### config.mk
export PLATFORM = sky130hd
export DESIGN_NAME = inst_cache_loader
export DESIGN_NICKNAME = d
export VERILOG_FILES = /design/src/rtl/inst_loader_pkg.sv /design/src/rtl/inst_loader_vbuf.sv /design/src/rtl/inst_cache_loader.sv
export SDC_FILE = /design/constraint.sdc
export NUM_CORES = 1
export LEC_CHECK = 0
export CELL_PAD_IN_SITES_DETAIL_PLACEMENT = 0
export CELL_PAD_IN_SITES_GLOBAL_PLACEMENT = 1
export CORE_MARGIN = 2
export CORE_UTILIZATION = 30
export DETAILED_ROUTE_END_ITERATION = 7
export PLACE_DENSITY = 0.75
export SLEW_MARGIN = 20
export SYNTH_ARGS = -nofsm -noshare
export SYNTH_HDL_FRONTEND = slang
export SYNTH_SLANG_ARGS = --single-unit
### constraint.sdc
create_clock -name i_clk -period 9.5 [get_ports i_clk]
set_input_delay 1.9 -clock i_clk [delete_from_list [all_inputs] [get_ports i_clk]]
set_output_delay 1.9 -clock i_clk [all_outputs]
set_load 0.02 [all_outputs]
### src/rtl/inst_loader_pkg.sv
// Shared definitions for the instruction-cache program loader: FSM states,
// cache geometry and the load-range check.
package inst_loader_pkg;

    localparam int unsigned DEPTH_WORDS = 4096;
    localparam int unsigned IDX_W       = $clog2(DEPTH_WORDS);
    localparam int unsigned CNT_W       = IDX_W + 1;

    localparam logic [17:0]    CACHE_ADDR_HI_ZERO = 18'h0;
    localparam logic [CNT_W:0] DEPTH_END          = DEPTH_WORDS[CNT_W:0];

    typedef enum logic [2:0] {
        ST_IDLE,
        ST_WRITE,
        ST_FLUSH,
        ST_VERIFY,
        ST_DONE
    } state_t;

    // True when the requested image would run past the last cache word.
    function automatic logic range_bad(input logic [IDX_W-1:0] base,
                                       input logic [CNT_W-1:0] count);
        logic [CNT_W:0] w_end;
        w_end = {2'b00, base} + {1'b0, count};
        return (w_end > DEPTH_END);
    endfunction

endpackage

### src/rtl/inst_loader_vbuf.sv
// Verify copy buffer: stores each accepted word by load offset and returns
// the word at the requested offset one cycle later.
module inst_loader_vbuf
    import inst_loader_pkg::*;
(
    input  logic             i_clk,
    input  logic             i_wr_en,
    input  logic [IDX_W-1:0] i_wr_idx,
    input  logic [31:0]      i_wr_data,
    input  logic [IDX_W-1:0] i_rd_idx,
    output logic [31:0]      o_rd_data
);

    logic [31:0] r_mem [DEPTH_WORDS];
    logic [31:0] r_rd_data;

    always_ff @(posedge i_clk) begin
        if (i_wr_en) begin
            r_mem[i_wr_idx] <= i_wr_data;
        end
        r_rd_data <= r_mem[i_rd_idx];
    end

    assign o_rd_data = r_rd_data;

endmodule

### src/rtl/inst_cache_loader.sv
// Streams instruction words into the cache debug write port; define
// INST_LOADER_VERIFY_EN to add a readback compare pass after the writes.
module inst_cache_loader
    import inst_loader_pkg::*;
(
    input  logic        i_clk,
    input  logic        i_rst,
    input  logic        i_start,
    input  logic [11:0] i_base_addr,
    input  logic [12:0] i_word_count,
    input  logic        i_in_valid,
    input  logic [31:0] i_in_data,
    output logic        o_in_ready,
    output logic        o_cache_write_en,
    output logic [29:0] o_cache_addr,
    output logic [31:0] o_cache_wdata,
    input  logic [31:0] i_cache_rdata,
    output logic        o_busy,
    output logic        o_done,
    output logic        o_error,
    output logic [11:0] o_err_addr,
    output logic [12:0] o_words_written
);

    state_t           r_state, w_next_state;
    logic [IDX_W-1:0] r_base, r_addr_idx, r_err_addr;
    logic [CNT_W-1:0] r_count, r_acc, r_words;
    logic [31:0]      r_wdata;
    logic             r_we, r_busy, r_done, r_error;
    logic             w_in_ready, w_hs, w_last_hs, w_range_bad;

`ifdef INST_LOADER_VERIFY_EN
    logic [CNT_W-1:0] r_vcnt;
    logic [31:0]      w_exp;
    logic             w_mismatch, w_verify_end;

    inst_loader_vbuf u_vbuf (
        .i_clk     (i_clk),
        .i_wr_en   (w_hs),
        .i_wr_idx  (r_acc[IDX_W-1:0]),
        .i_wr_data (i_in_data),
        .i_rd_idx  (r_vcnt[IDX_W-1:0]),
        .o_rd_data (w_exp)
    );

    // r_vcnt == j compares the read issued at offset j-1; j == count is the final compare.
    assign w_verify_end = (r_vcnt == r_count);
    assign w_mismatch   = (r_vcnt != '0) && (i_cache_rdata != w_exp);
`else
    logic [31:0] w_unused_rdata;
    assign w_unused_rdata = i_cache_rdata;
`endif

    assign w_range_bad = range_bad(i_base_addr, i_word_count);

    always_ff @(posedge i_clk or posedge i_rst) begin
        if (i_rst) begin
            r_state <= ST_IDLE;
        end else begin
            r_state <= w_next_state;
        end
    end

    always_comb begin
        w_next_state = r_state;
        unique case (r_state)
            ST_IDLE: begin
                if (i_start) begin
                    if (w_range_bad || (i_word_count == '0)) begin
                        w_next_state = ST_DONE;
                    end else begin
                        w_next_state = ST_WRITE;
                    end
                end
            end
            ST_WRITE: begin
                if (w_last_hs) begin
                    w_next_state = ST_FLUSH;
                end
            end
            ST_FLUSH: begin
`ifdef INST_LOADER_VERIFY_EN
                w_next_state = ST_VERIFY;
`else
                w_next_state = ST_DONE;
`endif
            end
            ST_VERIFY: begin
`ifdef INST_LOADER_VERIFY_EN
                if (w_verify_end) begin
                    w_next_state = ST_DONE;
                end
`else
                w_next_state = ST_DONE;
`endif
            end
            ST_DONE:  w_next_state = ST_IDLE;
            default:  w_next_state = ST_IDLE;
        endcase
    end

    always_comb begin
        w_in_ready = (r_state == ST_WRITE) && (r_acc < r_count);
        w_hs       = w_in_ready && i_in_valid;
        w_last_hs  = w_hs && ((r_acc + CNT_W'(1)) == r_count);
    end

    always_ff @(posedge i_clk or posedge i_rst) begin
        if (i_rst) begin
            r_base     <= '0;
            r_count    <= '0;
            r_acc      <= '0;
            r_words    <= '0;
            r_addr_idx <= '0;
            r_wdata    <= '0;
            r_we       <= 1'b0;
            r_busy     <= 1'b0;
            r_done     <= 1'b0;
            r_error    <= 1'b0;
            r_err_addr <= '0;
`ifdef INST_LOADER_VERIFY_EN
            r_vcnt     <= '0;
`endif
        end else begin
            r_busy <= (w_next_state != ST_IDLE);
            r_done <= (w_next_state == ST_DONE);
            r_we   <= w_hs;
            if ((r_state == ST_IDLE) && i_start) begin
                if (w_range_bad) begin
                    r_error    <= 1'b1;
                    r_err_addr <= i_base_addr;
                end else begin
                    r_base  <= i_base_addr;
                    r_count <= i_word_count;
                    r_acc   <= '0;
                    r_words <= '0;
                    r_error <= 1'b0;
                end
            end
            if (w_hs) begin
                r_addr_idx <= r_base + r_acc[IDX_W-1:0];
                r_wdata    <= i_in_data;
                r_acc      <= r_acc + CNT_W'(1);
                r_words    <= r_words + CNT_W'(1);
            end
`ifdef INST_LOADER_VERIFY_EN
            if (r_state == ST_FLUSH) begin
                r_addr_idx <= r_base;
                r_vcnt     <= '0;
            end
            if (r_state == ST_VERIFY) begin
                r_vcnt     <= r_vcnt + CNT_W'(1);
                r_addr_idx <= r_base + r_vcnt[IDX_W-1:0] + IDX_W'(1);
                if (w_mismatch && !r_error) begin
                    r_error    <= 1'b1;
                    r_err_addr <= r_base + r_vcnt[IDX_W-1:0] - IDX_W'(1);
                end
            end
`endif
        end
    end

    assign o_in_ready       = w_in_ready;
    assign o_cache_write_en = r_we;
    assign o_cache_addr     = {CACHE_ADDR_HI_ZERO, r_addr_idx};
    assign o_cache_wdata    = r_wdata;
    assign o_busy           = r_busy;
    assign o_done           = r_done;
    assign o_error          = r_error;
    assign o_err_addr       = r_err_addr;
    assign o_words_written  = r_words;

endmodule

* After elaboration in Yosys (flattened, before gate mapping)
Cells that the tools add are included.
** Word-level totals
- Flip-flop bits (word level) :: 114
- Input port bits :: 93
- Output and inout bits :: 92
** Operators by class
- $add $sub $neg :: 4
- Order comparisons :: 2
- Equality and inequality tests :: 6
- Muxes and demuxes :: 9
- Bitwise operators :: 1
- Reduce and logical (&&, ||, !) cells :: 13
** Operators by type and width (count)
- 13-bit 2-to-1 mux :: 4
- 13-bit by 1-bit adder with 13-bit output, second input constant :: 2
- 12-bit by 13-bit adder with 14-bit output :: 1
- 14-bit by 13-bit > comparator with 1-bit output, second input constant :: 1
- 13-bit == test :: 1
- 13-bit zero test :: 1
- 13-bit < comparator :: 1
- 12-bit adder :: 1
- 3-bit 2-to-1 mux :: 3
- 3-bit case mux with 3 select lines :: 1
- 3-bit by 2-bit == test with 1-bit output, second input constant :: 2
- 2-bit AND reduction :: 3
- 1-bit logical AND :: 4
- 3-bit by 1-bit == test with 1-bit output, second input constant :: 1
- 3-bit == test, second input constant :: 1
- 3-bit zero test :: 1
- 3-bit nonzero test :: 1
- 2-bit inequality test, second input constant :: 1
- 2-bit nonzero test :: 1
- 2-bit OR reduction :: 1
- 1-bit logical OR :: 1
- 1-bit 2-to-1 mux :: 1
- 1-bit inverter :: 1

* Logic depth before layout (Yosys ltp)
Gate-level depths: netlist of run 1.
- Depth in word-level cells :: 7
- Mapped depth :: 13
- Mapped depth without buffers :: 11

* Least setup slack after synthesis of run 1
No wires, ideal clock.
- Path type :: input to register
- Start :: in i_base_addr[0]
- End :: reg r_base[0]
- Setup time :: 0.125 ns
- Arrival :: 4.560 ns
- Required time :: 9.375 ns
- Setup slack :: 4.815 ns
- Stages :: 11
- Buffers on the path :: 1
- Path through :: ha_1 > inv_1 > fa_1 > nor2b_1 > o311ai_0 > or4_1 > nor4_1 > nand4_1 > a21oi_4 > buf_6 > mux2_2
** Between the ends
- Word-level cells in the longest chain between the ends :: 4
** Ends and longest elaborated chain
- start: declaration :: line inst_cache_loader.sv:9 : input logic [11:0] i_base_addr,
- 12-bit by 13-bit adder with 14-bit output :: line inst_loader_pkg.sv:24 : w_end = {2'b00, base} + {1'b0, count};
- 14-bit by 13-bit > comparator with 1-bit output :: line inst_loader_pkg.sv:25 : return (w_end > DEPTH_END);
- 1-bit inverter (no source line)
- 2-bit AND reduction (no source line)
- end signal: assignment :: line inst_cache_loader.sv:133 : r_base <= i_base_addr;
- end: declaration :: line inst_cache_loader.sv:26 : logic [IDX_W-1:0] r_base, r_addr_idx, r_err_addr;
Parallel ways exist; a longest one is shown, timed or not.
A chain may end at the register's enable or synchronous reset.

* Final worst setup path of run 1
- Start :: in i_word_count[0]
- End :: reg r_count[4]
** Between the ends
- Word-level cells in the longest chain between the ends :: 4
** Ends and longest elaborated chain
- start: declaration :: line inst_cache_loader.sv:10 : input logic [12:0] i_word_count,
- 12-bit by 13-bit adder with 14-bit output :: line inst_loader_pkg.sv:24
- 14-bit by 13-bit > comparator with 1-bit output :: line inst_loader_pkg.sv:25
- 1-bit inverter (no source line)
- 2-bit AND reduction (no source line)
- end signal: assignment :: line inst_cache_loader.sv:134 : r_count <= i_word_count;
- end: declaration :: line inst_cache_loader.sv:27 : logic [CNT_W-1:0] r_count, r_acc, r_words;
Every way passes these cells.

==> results.md, run 1 <==
Floorplanning:
- After floorplanning, the core was divided into 53 placement rows.
- The die is 150 um tall.
- In this run the horizontal extent of the chip is 150 um.
- The number of ports placed on the die boundary is 185.
- The area of the die is 0.0226 mm2.
- The initial standard-cell utilization of the core is 30.6%.
- The region available for standard cell placement spans 0.0210 mm2.

Pwr:
- In this run, the combinational gates consume 41.0% of the power.
- The analysis attributes to net switching a power of 0.931 mW.
- The switching power as a share of total power is 36.6%.
- IR analysis of the VDD net gives a maximum drop of 0.123 mV.
- Power spread over the standard cell area amounts to 296 mW/mm2.
- The clock network is responsible for 27.2% of the overall power.
- The sequential power share is 31.9%.
- Cell internal power was estimated by the tool at 1.62 mW.
- The static leakage power is 3.88 nW.

Yosys:
- The flip-flop and latch count after synthesis is 114.
- After synthesis, the share of flip-flops with an asynchronous set or reset is 100%.
- The post-synthesis area per instance is 9.45 um2.
- The number of synthesis warnings is 0.
- The mapped cell area is 0.00643 mm2.
- The most common flop cell mapped by yosys is sky130_fd_sc_hd__dfrtp_1.
- The largest area contributor in the synthesized netlist is sky130_fd_sc_hd__dfrtp_1.
- The synthesized netlist contains 55 unique library cells.
- The fraction of synthesized cell area taken by the top area cell type is 44.3%.
- The synthesized instance count is 681.
- The share of the Yosys chip area taken by registers is 44.3%.
- By area the synthesized netlist is led by sky130_fd_sc_hd__dfrtp_1, sky130_fd_sc_hd__nand2_1, sky130_fd_sc_hd__ha_1, sky130_fd_sc_hd__mux2_2, sky130_fd_sc_hd__xnor2_1.
- In this run, synthesis inferred 0 flip-flops with an integrated enable.

Drt:
- The number of design rule violations left after detail routing is 0.
- For this block, the via count after detailed routing is 5046.
- The ratio of routed vias to standard cells is 4.58.
- After the first detailed-routing iteration, the DRC count stood at 246.
- In the final routed layout, each cell accounts on average for 14.7 um.
- The final antenna-violating net count is 0.
- The routed wire length is 16.2 mm.
- The pre-antenna-repair detailed-routing pass consisted of 4 iterations.

STA:
- The total negative setup slack is 0 ns.
- The final critical-path share of the clock period is 59.2%.
- The number of hold-slack violations in the final timing report is 0.
- Setup repair after global routing left no endpoint under its margin.
- The setup slack of the critical path after layout is 3.88 ns.
- The highest attainable clock frequency is 178 MHz.
- Setup violations remaining at the end of the flow were counted as 0.
- The maximum clock skew at final layout is 0.0125 ns.
- The final critical-path required period is 5.62 ns.
- At the pin with the least slew margin, the transition time is 0.818 ns.
- The final number of max-transition violations is 0.
- In this run the tightest slew margin relative to its limit is 45.5%.

Finish:
- The layout filler cell count is 2084.
- The repair_antennas step left the layout with diodes totalling 0.
- The number of nets in the layout is 947.
- The library cells used most frequently in the layout, excluding fill and tap cells, are sky130_fd_sc_hd__nand2_1, sky130_fd_sc_hd__clkdlybuf4s50_1, sky130_fd_sc_hd__dfrtp_1.
- The area added between synthesis and finish is 33.7%.
- The library cell used most frequently in the layout, excluding fill and tap cells, is sky130_fd_sc_hd__nand2_1.
- Cells with a size suffix above 1 make up 9.19% of the layout.

GRT:
- The overall track demand over capacity in global routing is 14.8%.
- The pin count of the biggest net entering global routing is 75.
- The first global-routing pass estimated 25.8 mm of wire.
- The total congestion overflow is 0.
- The initial antenna violation count is 0.
- The via count of the first global-routing pass was 4878.

Clock tree:
- After clock tree synthesis, the flow added hold-fix buffers numbering 0.
- The total CTS buffers is 17.
- The clock tree from TritonCTS is yes.
- The worst-case clock buffer depth is 2.
- In this run the number of H-tree levels came out at 4.
- In this run the post-CTS setup repair buffer count came out at 0.
- The clock sink count is 114.
- The clock insertion delay at the later pin of the skew report is 0.43 ns.
- The cell at the root of the clock tree is sky130_fd_sc_hd__clkbuf_16.
- The clock-pin slew on the worst setup and hold paths is 0.06 ns.
- The number of gates resized after CTS is 0.

Critical path:
- STA classifies the critical path endpoint as a register.
- STA classifies the critical path startpoint as an input port.
- The start-to-end type of the worst setup path is in -> reg.
- For the worst setup path, the data arrival time is 5.92 ns.
- The largest fanout of any net on the critical path is 52.
- The required arrival time at the worst endpoint is 9.80 ns.

Placed design:
- Routability-driven placement finished with a final weighted congestion of 0.802.
- The placement-stage worst setup slack is 3.46 ns.
- The total of buffers placed on input and output ports is 134.
- The half-perimeter wire length of the detailed placement result is 11.4 mm.

Status:
- The flow ran to the end, and the final reports show no timing, DRC or antenna violations.

Hold path:
- The path class of the tightest hold or removal check is reg -> reg.

Job:
- Across the run, the number of max-cap violations was 0.
## critical path, stage by stage
cell and delay (ns):
sky130_fd_sc_hd__clkdlybuf4s50_1 0.54, sky130_fd_sc_hd__ha_1 0.23, sky130_fd_sc_hd__inv_1 0.07, sky130_fd_sc_hd__fa_1 0.46, sky130_fd_sc_hd__nor2b_1 0.15, sky130_fd_sc_hd__o311ai_0 0.13, sky130_fd_sc_hd__or4_1 0.51, sky130_fd_sc_hd__nor4_1 0.42
sky130_fd_sc_hd__nand4_1 0.33, sky130_fd_sc_hd__a21oi_4 0.22, sky130_fd_sc_hd__buf_4 0.52, sky130_fd_sc_hd__mux2_2 0.40
## flip-flops by register name (all words and copies together), names as in the netlist
register          count
r_base               12
o_error               1
o_err_addr           12
r_count              13
r_addr_idx           12
o_words_written      13
o_busy                1
o_cache_wdata        32
r_acc                13
o_cache_write_en      1
o_done                1
r_state               3
## worst paths after layout
kind	startpoint	end	slack [ns]	depth (start not counted)
min reg2reg	o_cache_wdata[0]$_DFFE_PP0P_	o_cache_wdata[0]$_DFFE_PP0P_	0.47	2
max in group asynchronous	i_rst	o_err_addr[1]$_DFFE_PP0P_	6.26	3
max reg2reg	r_acc[10]$_DFFE_PP0P_	o_words_written[10]$_DFFE_PP0P_	6.10	12
min	o_cache_wdata[0]$_DFFE_PP0P_	o_cache_wdata[0]$_DFFE_PP0P_	0.47	2
max	i_word_count[0]	r_count[4]$_DFFE_PP0P_	3.88	12
min in group asynchronous	i_rst	o_cache_wdata[24]$_DFFE_PP0P_	1.95	2
## cells by family (layout without fill, tap and decap cells)
family | count (synthesis) | in the layout | share of synthesized area [%]
adders and majority gates | 40 | 40 | 8.01
xor gates and xnor gates | 57 | 57 | 7.76
DFF | 114 | 114 | 44.3
and+or+nand+nor | 276 | 276 | 18.9
other | 1 | 18 | 0.0583
AOI/OAI and AO/OA | 84 | 84 | 8.52
buffers and inverters | 70 | 199 | 5.60
muxes | 39 | 39 | 6.75
## metrics by stage
stage	instance area (um2)	instances	utilization (%)	power, mW	hold slack (ns)
3_5_place_dp	7970	1070	37.9	1.88	0.461
2_1_floorplan	6500	698	-	1.45	0.472
5_1_grt	8600	1102	40.9	2.73	0.490
4_1_cts	8600	1102	40.9	2.59	0.475
6_report	8600	1102	40.9	2.55	0.471
3_3_place_gp	7970	1070	37.9	1.86	0.458
## cells in the mapped netlist, types with 2 or more instances
master	n
sky130_fd_sc_hd__nor4b_1	2
sky130_fd_sc_hd__a21o_1	7
sky130_fd_sc_hd__xnor2_1	36
sky130_fd_sc_hd__or4_1	4
sky130_fd_sc_hd__nand4_1	11
sky130_fd_sc_hd__a31oi_1	3
sky130_fd_sc_hd__ha_1	38
sky130_fd_sc_hd__o21ai_0	24
sky130_fd_sc_hd__buf_4	22
sky130_fd_sc_hd__a21oi_1	21
sky130_fd_sc_hd__a2111oi_0	2
sky130_fd_sc_hd__a211oi_1	2
sky130_fd_sc_hd__clkbuf_1	14
sky130_fd_sc_hd__nor3_1	18
sky130_fd_sc_hd__and2_1	4
sky130_fd_sc_hd__or2_2	2
sky130_fd_sc_hd__nand2_1	138
sky130_fd_sc_hd__nor4_1	7
sky130_fd_sc_hd__mux2i_1	4
sky130_fd_sc_hd__mux2_1	2
sky130_fd_sc_hd__nor2_1	58
sky130_fd_sc_hd__buf_1	3
sky130_fd_sc_hd__o31ai_1	4
sky130_fd_sc_hd__buf_6	2
sky130_fd_sc_hd__nand3_1	13
sky130_fd_sc_hd__nand2b_1	4
sky130_fd_sc_hd__fa_1	2
sky130_fd_sc_hd__mux2_2	33
sky130_fd_sc_hd__and3_1	3
sky130_fd_sc_hd__dfrtp_1	114
sky130_fd_sc_hd__o311ai_0	3
sky130_fd_sc_hd__inv_1	29
sky130_fd_sc_hd__o21a_1	4
sky130_fd_sc_hd__and4_1	2
sky130_fd_sc_hd__xor2_1	21
sky130_fd_sc_hd__nor2b_1	6
## routing by layer
layer,wire length (um),GRT usage [%],part of all wire (%)
met4,215,5.09,1.3
met1,7450,19.4,46
met2,7940,24.0,49
met5,0,0,0
met3,578,3.33,3.6
## power groups by stage
stage	registers, mW	clock network [mW]	logic (mW)
finish	0.811	0.692	1.04
global route	0.838	0.737	1.15
CTS	0.816	0.710	1.06
detailed placement	0.823	0	1.06
global placement	0.820	0	1.04
floorplan	0.946	0	0.500
## cell type report
class                   instances  area, um2  area share [%]
multi-input cells             514       3290            38.2
repair buffers                138       1370            15.9
flip-flops and latches        114       2850            33.2
clock inverters                14        203            2.36
clock buffers                  18        429            4.99
well taps                     275        344            4.00
inverters                      29        111            1.29
(Power assumes the default switching activity.)
==> inputs of run 2 (changes only) <==
==> constraint.sdc (replaced) <==
create_clock -name i_clk -period 5.84 [get_ports i_clk]
set_input_delay 1.168 -clock i_clk [delete_from_list [all_inputs] [get_ports i_clk]]
set_output_delay 1.168 -clock i_clk [all_outputs]
set_load 0.02 [all_outputs]
==> run 2 against run 1 <==
  * Core utilization did not move
  * Design area is the same
  * Global-route usage up 0.36 points
  * Via count grew 0.52%
  * Register-to-register slack got worse by 3.9 ns
  * Clock skew fell by 0.0031 ns
  * Clock power up 55%
  * Critical path type unchanged
  * Largest cell class unchanged
  * Largest power group unchanged
==> results.md, run 2 (same netlist as run 1, synthesis figures left out) <==
Status:
- The flow ran to the end, and the final reports show no timing, DRC or antenna violations.

Hold path:
- The worst hold path begins at o_cache_wdata[13]$_DFFE_PP0P_.
- The worst hold path terminates at o_cache_wdata[13]$_DFFE_PP0P_.
- The number of cells traversed by the worst hold path is 2.
- The worst hold-check path type is reg -> reg.

Pwr:
- Summed over all nets, the switching power comes to 1.50 mW.
- The switching power as a share of total power is 36.7%.
- The clock network fraction of total power is 26.1%.
- The internal power of the cells totals 2.60 mW.
- Summing internal, switching and leakage power gives 4.10 mW.
- Sequential cells account for 32.3% of the total power.
- Dividing total power by cell area gives a power density of 477 mW/mm2.
- The share of total power in combinational logic is 41.6%.
- For this design the static power due to leakage is 3.88 nW.
- The largest vdd supply drop is 0.205 mV.

STA:
- The final-report setup violation count is 0.
- On the final layout, the worst clock skew is 0.00938 ns.
- The setup slack of the critical path after layout is 1.12 ns.
- The number of hold-slack violations in the final timing report is 0.
- At the pin with the least slew margin, the transition time is 0.794 ns.
- The final critical-path required period is 4.72 ns.
- After routing, the total negative slack on setup checks comes to 0 ns.
- Setup repair after global routing left no endpoint under its margin.
- Dividing the final minimum period by the clock period gives 80.8%.
- The final number of max-transition violations came to 0.
- Headroom to the max-slew limit came out at 47.0%.
- The highest attainable clock frequency is 212 MHz.

Drt:
- After the first detailed-routing iteration, the DRC count stood at 293.
- In the routed design, unresolved DRC markers number 0.
- The routed wire length is 16.3 mm.
- Once detail routing completed, the nets flagged for antenna violations numbered 0.
- Using the TritonRoute via totals, the vias-per-cell ratio works out to 4.59.
- The number of vias in the routed layout is 5072.
- After detailed routing, the average wire length per cell comes to 14.8 um.
- The number of detailed-routing iterations run before antenna repair is 4.

Floorplanning:
- The area of the core region is 0.0210 mm2.
- The die is 150 um wide.
- The area of the die is 0.0226 mm2.
- The number of ports placed on the die boundary is 185.
- Measured along the y axis, the die boundary spans 150 um.
- The site row count is 53.
- For this configuration, the core starts out at a cell density of 30.6%.

GRT:
- For this run, global-route usage on met3 was measured as 3.09%.
- The via count of the first global-routing pass was 5013.
- The overall track demand over capacity in global routing is 15.1%.
- The most crowded layer after global routing is met2.
- The total congestion overflow is 0.
- For this run, global-route usage on met2 was measured as 24.0%.
- The initial antenna violation count is 0.
- The pin count of the biggest net entering global routing is 75.
- The wire length of the first global-routing pass is 26.8 mm.
- In the global route stage, met1 resource usage came out at 20.7%.

Finish:
- The ratio of cells with drive above 1 in the final layout is 9.41%.
- 0 antenna diodes ended up in the layout.
- Leaving out fill and tap cells, the most frequent cells in the layout are sky130_fd_sc_hd__nand2_1, sky130_fd_sc_hd__clkdlybuf4s50_1, sky130_fd_sc_hd__dfrtp_1.
- The most common library cell in the layout ignoring fill and taps is sky130_fd_sc_hd__nand2_1.
- The area added between synthesis and finish is 33.7%.
- The number of nets in the layout is 949.
- The filler cells instantiated in the layout total 2071.
- The register with the most flip-flops in the layout has 32 of them.
- With fillers left out, the area of the finished cells amounts to 0.00860 mm2.

Placed design:
- Summed over all nets, the half-perimeter wirelength after detailed placement is 11.5 mm.
- The placed instances occupy a cell area of 0.00800 mm2.
- During placement, the flow inserted port buffers numbering 134.
- The placement-stage worst setup slack is 0.699 ns.
- The routability-driven placement congestion ratio is 0.801.

Clock tree:
- After clock tree synthesis, the clock-pin slew on the worst setup and hold paths is 0.06 ns.
- The total CTS buffers is 17.
- The clock sink count is 114.
- The number of hold-repair buffers added at the cts stage is 0.
- The number of gates resized after CTS was 0.
- The cell at the root of the clock tree is sky130_fd_sc_hd__clkbuf_16.
- The H-tree was split into 4 levels.
- The longest clock path from root to sink contains 2 buffers.
- The clock tree from TritonCTS is yes.
- The buffer count from post-CTS setup fixing is 0.
- The clock insertion delay at the later pin of the skew report is 0.42 ns.

Critical path:
- The arrival time at the worst endpoint is 5.01 ns.
- The largest single stage delay on the critical path is 0.57 ns.
- The cell with the largest stage delay on the worst path is sky130_fd_sc_hd__nand3_1.
- The startpoint class of the critical path is an input port.
- Along the worst path, the maximum fanout reaches 13.
- STA classifies the critical path endpoint as a register.
- In this run the critical register-to-register path is captured at o_cache_wdata[27]$_DFFE_PP0P_.
- The signal on the critical path passes through clkdlybuf4s50_1 -> ha_1 -> inv_1 -> fa_1 -> nor2b_1 -> o311ai_0 -> or4_1 -> nor4_1 -> nand4_1 -> nand3_1 -> mux2_2.
- The start-to-end type of the worst setup path is in -> reg.
- The startpoint identified for the worst register-to-register timing path is r_acc[10]$_DFFE_PP0P_.
- At the worst endpoint, the required time is 6.13 ns.
- Across all register-to-register paths, the minimum setup slack is 2.17 ns.
- The path depth of the worst reg2reg path is 11.

Job:
- The number of violations of the max-capacitance limit is 0.
-- run 2: changes by cell type in the layout (fill, tap and decap cells not counted) --
cell,previous run,this run
sky130_fd_sc_hd__bufinv_16,4,3
sky130_fd_sc_hd__clkinv_2,0,3
sky130_fd_sc_hd__inv_6,4,0
sky130_fd_sc_hd__buf_12,0,1
sky130_fd_sc_hd__clkinv_4,2,3
sky130_fd_sc_hd__buf_4,4,5
sky130_fd_sc_hd__clkbuf_8,0,1
-- run 2: how the worst max path moves through the flow --
stage,start,endpoint,depth (start not counted)
after detailed placement,i_word_count[0],o_err_addr[6]$_DFFE_PP0P_,11
after global placement,i_base_addr[0],o_err_addr[4]$_DFFE_PP0P_,11
after global routing,i_word_count[0],o_err_addr[5]$_DFFE_PP0P_,11
final,i_word_count[0],o_err_addr[6]$_DFFE_PP0P_,11
after CTS,i_word_count[0],o_err_addr[6]$_DFFE_PP0P_,11
after floorplan,i_rst,o_busy$_DFF_PP0_,1
-- run 2: per-layer routing --
metal	wire, um	up-vias
li1	-	2549
met1	7550	2414
met2	8020	93
met3	514	16
met4	222	0
met5	0	-
-- run 2: area by class of cell --
class                           instances  area [um2]  share of cell area (%)
Tap cell                              275         344                    4.00
Timing Repair Buffer                  140        1400                    16.3
Clock buffer                           19         443                    5.15
Multi-Input combinational cell        514        3290                    38.2
Sequential cell                       114        2850                    33.2
Clock inverter                         13         161                    1.88
Inverter                               29         111                    1.29
-- run 2: critical path: cells and delay by family --
family | cells | cell delay [ns]
buffers and inverters | 2 | 0.60
AOI/OAI and AO/OA | 1 | 0.14
muxes | 1 | 0.41
and+or+nand+nor | 5 | 1.99
adders and majority gates | 2 | 0.70
-- run 2: power by group through the flow --
stage	Sequential [mW]	Combinational, mW	Clock (mW)
2_1_floorplan	1.54	0.813	0
3_3_place_gp	1.33	1.70	0
3_5_place_dp	1.34	1.72	0
4_1_cts	1.33	1.74	1.10
5_1_grt	1.37	1.89	1.14
6_report	1.32	1.71	1.07
-- run 2: per-stage QoR --
step           util [%]  std cells  hold WS, ns
2_1_floorplan         -        698        0.472
5_1_grt            40.9       1104        0.498
4_1_cts            40.9       1104        0.476
3_5_place_dp       38.0       1072        0.461
6_report           40.9       1104        0.471
3_3_place_gp       38.0       1072        0.458
==> inputs of run 3 (changes only) <==
==> constraint.sdc (replaced) <==
create_clock -name i_clk -period 4.6 [get_ports i_clk]
set_input_delay 0.92 -clock i_clk [delete_from_list [all_inputs] [get_ports i_clk]]
set_output_delay 0.92 -clock i_clk [all_outputs]
set_load 0.02 [all_outputs]
==> run 3 against run 2 <==
  * Critical path depth increased by 1
  * Total power is 28% higher
  * Die area stayed put
  * Final cell count is 0.63% higher
==> results.md, run 3 (same netlist as run 1, synthesis figures left out) <==
Drt:
- Summed over all layers, the routed wires come to 16.1 mm.
- The count of nets left with antenna violations once routing finished came out at 0.
- The wire length on met3 is 435 um.
- The pre-antenna-repair detailed-routing pass consisted of 4 iterations.
- The number of design rule violations left after detail routing is 0.
- The routed layout has 5111 vias.
- The met2 wire length is 7.98 mm.
- Using the TritonRoute via totals, the vias-per-cell ratio works out to 4.60.
- The routed length per placed instance is 14.5 um.
- The detailed router put a total of 7.46 mm of wire on met1.
- The highest metal layer with signal wires is met4.
- The first routing iteration left 219 violations.

GRT:
- The wire length of the first global-routing pass is 25.4 mm.
- The pin count of the biggest net entering global routing is 115.
- The initial antenna violation count is 0.
- The overall track demand over capacity in global routing is 14.5%.
- The total congestion overflow is 0.
- The via count of the first global-routing pass is 4691.

STA:
- At the pin with the least slew margin, the transition time is 0.791 ns.
- The total negative setup slack is 0 ns.
- The maximum clock skew at final layout is 0.00915 ns.
- Once routing completed, OpenROAD measured the worst setup slack at 0.364 ns.
- The number of hold-slack violations in the final timing report is 0.
- The worst hold slack across all endpoints is 0.471 ns.
- The relative max-transition margin is 47.2%.
- The final critical-path required period is 4.24 ns.
- Setup violations remaining at the end of the flow were counted as 0.
- Setup repair after global routing left no endpoint under its margin.
- Static timing analysis puts the maximum clock frequency at 236 MHz.
- The final critical path takes up 92.1% of the cycle.
- The final number of max-transition violations is 0.

Clock tree:
- After clock tree synthesis, the repair step resized 0 gates.
- The clock-pin slew on the worst setup and hold paths is 0.06 ns.
- In this run the deepest clock path goes through 2 buffers.
- Once the clock tree was built, the setup fixing pass inserted 0 buffers.
- The deepest level of the CTS H-tree is 4.
- TritonCTS built the clock tree.
- The clock sink count is 114.
- The number of hold-repair buffers added at the cts stage is 0.
- For the worst-skew pair, the clock arrives at the later sink with an insertion delay of 0.41 ns.
- Counting the buffers created by CTS gives 17.
- Clock tree synthesis selected as its root buffer the cell sky130_fd_sc_hd__clkbuf_16.

Finish:
- The library cells used most frequently in the layout, excluding fill and tap cells, are sky130_fd_sc_hd__nand2_1, sky130_fd_sc_hd__clkdlybuf4s50_1, sky130_fd_sc_hd__dfrtp_1.
- The final layout contains 956 nets.
- Leaving out fill and tap cells, the most frequent cell in the layout is sky130_fd_sc_hd__nand2_1.
- Compared with the post-synthesis result, the final layout area differs by 35.2%.
- The antenna cell count is 0.
- The ratio of cells with drive above 1 in the final layout is 10.2%.
- The register with the most flip-flops in the layout has 32 of them.

Placed design:
- The total of buffers placed on input and output ports is 134.
- The half-perimeter wire length of the detailed placement result is 11.5 mm.
- The placement-stage worst setup slack is 0.0327 ns.
- The routability-driven placement congestion ratio is 0.818.

Pwr:
- In this run the power density over the cells is 603 mW/mm2.
- Summed over all cells, the static leakage comes to 3.93 nW.
- The design draws 5.25 mW.
- VDD sags by at most 0.240 mV.

Floorplanning:
- The area of the core region is 0.0210 mm2.
- The area of the die is 0.0226 mm2.
- The number of ports placed on the die boundary is 185.
- For this configuration, the core starts out at a cell density of 30.6%.
- The die boundary width is 150 um.
- The site row count is 53.
- The floorplan step set the die height to 150 um.

Critical path:
- The start-to-end type of the worst setup path is in -> reg.
- STA classifies the critical path startpoint as an input port.
- The type of destination of the critical path is a register.
- The largest fanout of any net on the critical path is 24.
- The required arrival time at the worst endpoint is 4.89 ns.
- At the worst endpoint, the arrival time is 4.53 ns.

Status:
- The flow ran to the end, and the final reports show no timing, DRC or antenna violations.

Job:
- The number of violations of the max-capacitance limit is 0.

Hold path:
- The worst hold path belongs to the class reg -> reg.
==> run 3: cell types whose count changed in the layout (fill, tap and decap cells not counted), sizes merged <==
cell	previous run	this run
buf	6	13
clkbuf	19	20
clkinv	6	4
inv	29	30
==> run 3: critical path, cell delays in order <==
cell,delay (ns)
sky130_fd_sc_hd__clkdlybuf4s50_1,0.50
sky130_fd_sc_hd__ha_1,0.18
sky130_fd_sc_hd__inv_1,0.06
sky130_fd_sc_hd__fa_1,0.48
sky130_fd_sc_hd__nor2b_1,0.16
sky130_fd_sc_hd__o311ai_0,0.13
sky130_fd_sc_hd__or4_1,0.52
sky130_fd_sc_hd__nor4_1,0.46
sky130_fd_sc_hd__nand4_1,0.30
sky130_fd_sc_hd__a21oi_4,0.26
sky130_fd_sc_hd__buf_12,0.19
sky130_fd_sc_hd__mux2_2,0.35
==> run 3: layout make-up <==
class                   instances  area, um2
flip-flops and latches        114       2850
clock buffers                  20        457
multi-input cells             514       3290
inverters                      29        111
clock inverters                12        156
repair buffers                147       1490
well taps                     275        344
fillers                      2049      12300
==> run 3: final timing paths <==
check                                             start                            end  slack (ns)  cells past startpoint
max                                      i_base_addr[0]         r_count[5]$_DFFE_PP0P_        0.36                     12
min in group asynchronous                         i_rst  o_cache_wdata[26]$_DFFE_PP0P_        1.00                      3
max reg2reg                       r_acc[10]$_DFFE_PP0P_  o_cache_wdata[11]$_DFFE_PP0P_        1.39                     11
min                        o_cache_wdata[9]$_DFFE_PP0P_   o_cache_wdata[9]$_DFFE_PP0P_        0.47                      2
min reg2reg                o_cache_wdata[9]$_DFFE_PP0P_   o_cache_wdata[9]$_DFFE_PP0P_        0.47                      2
max in group asynchronous                         i_rst      o_err_addr[6]$_DFFE_PP0P_        3.07                      3
==> run 3: routing by layer <==
| layer | vias to the layer above | track usage (%) |
|---|---|---|
| li1 | 2563 | - |
| met1 | 2434 | 19.4 |
| met2 | 91 | 23.2 |
| met3 | 23 | 2.73 |
| met4 | 0 | 5.47 |
| met5 | - | 0 |
==> run 3: where the power goes <==
part           internal, mW  switching, mW
clock network         0.881          0.496
logic                  1.05           1.14
registers              1.40          0.280
==> run 3: metrics by stage <==
step	area, um2	util (%)	std cells
after floorplan	6500	-	698
after global placement	8090	38.5	1079
after detailed placement	8090	38.5	1079
after CTS	8700	41.4	1111
after global routing	8700	41.4	1111
final	8700	41.4	1111
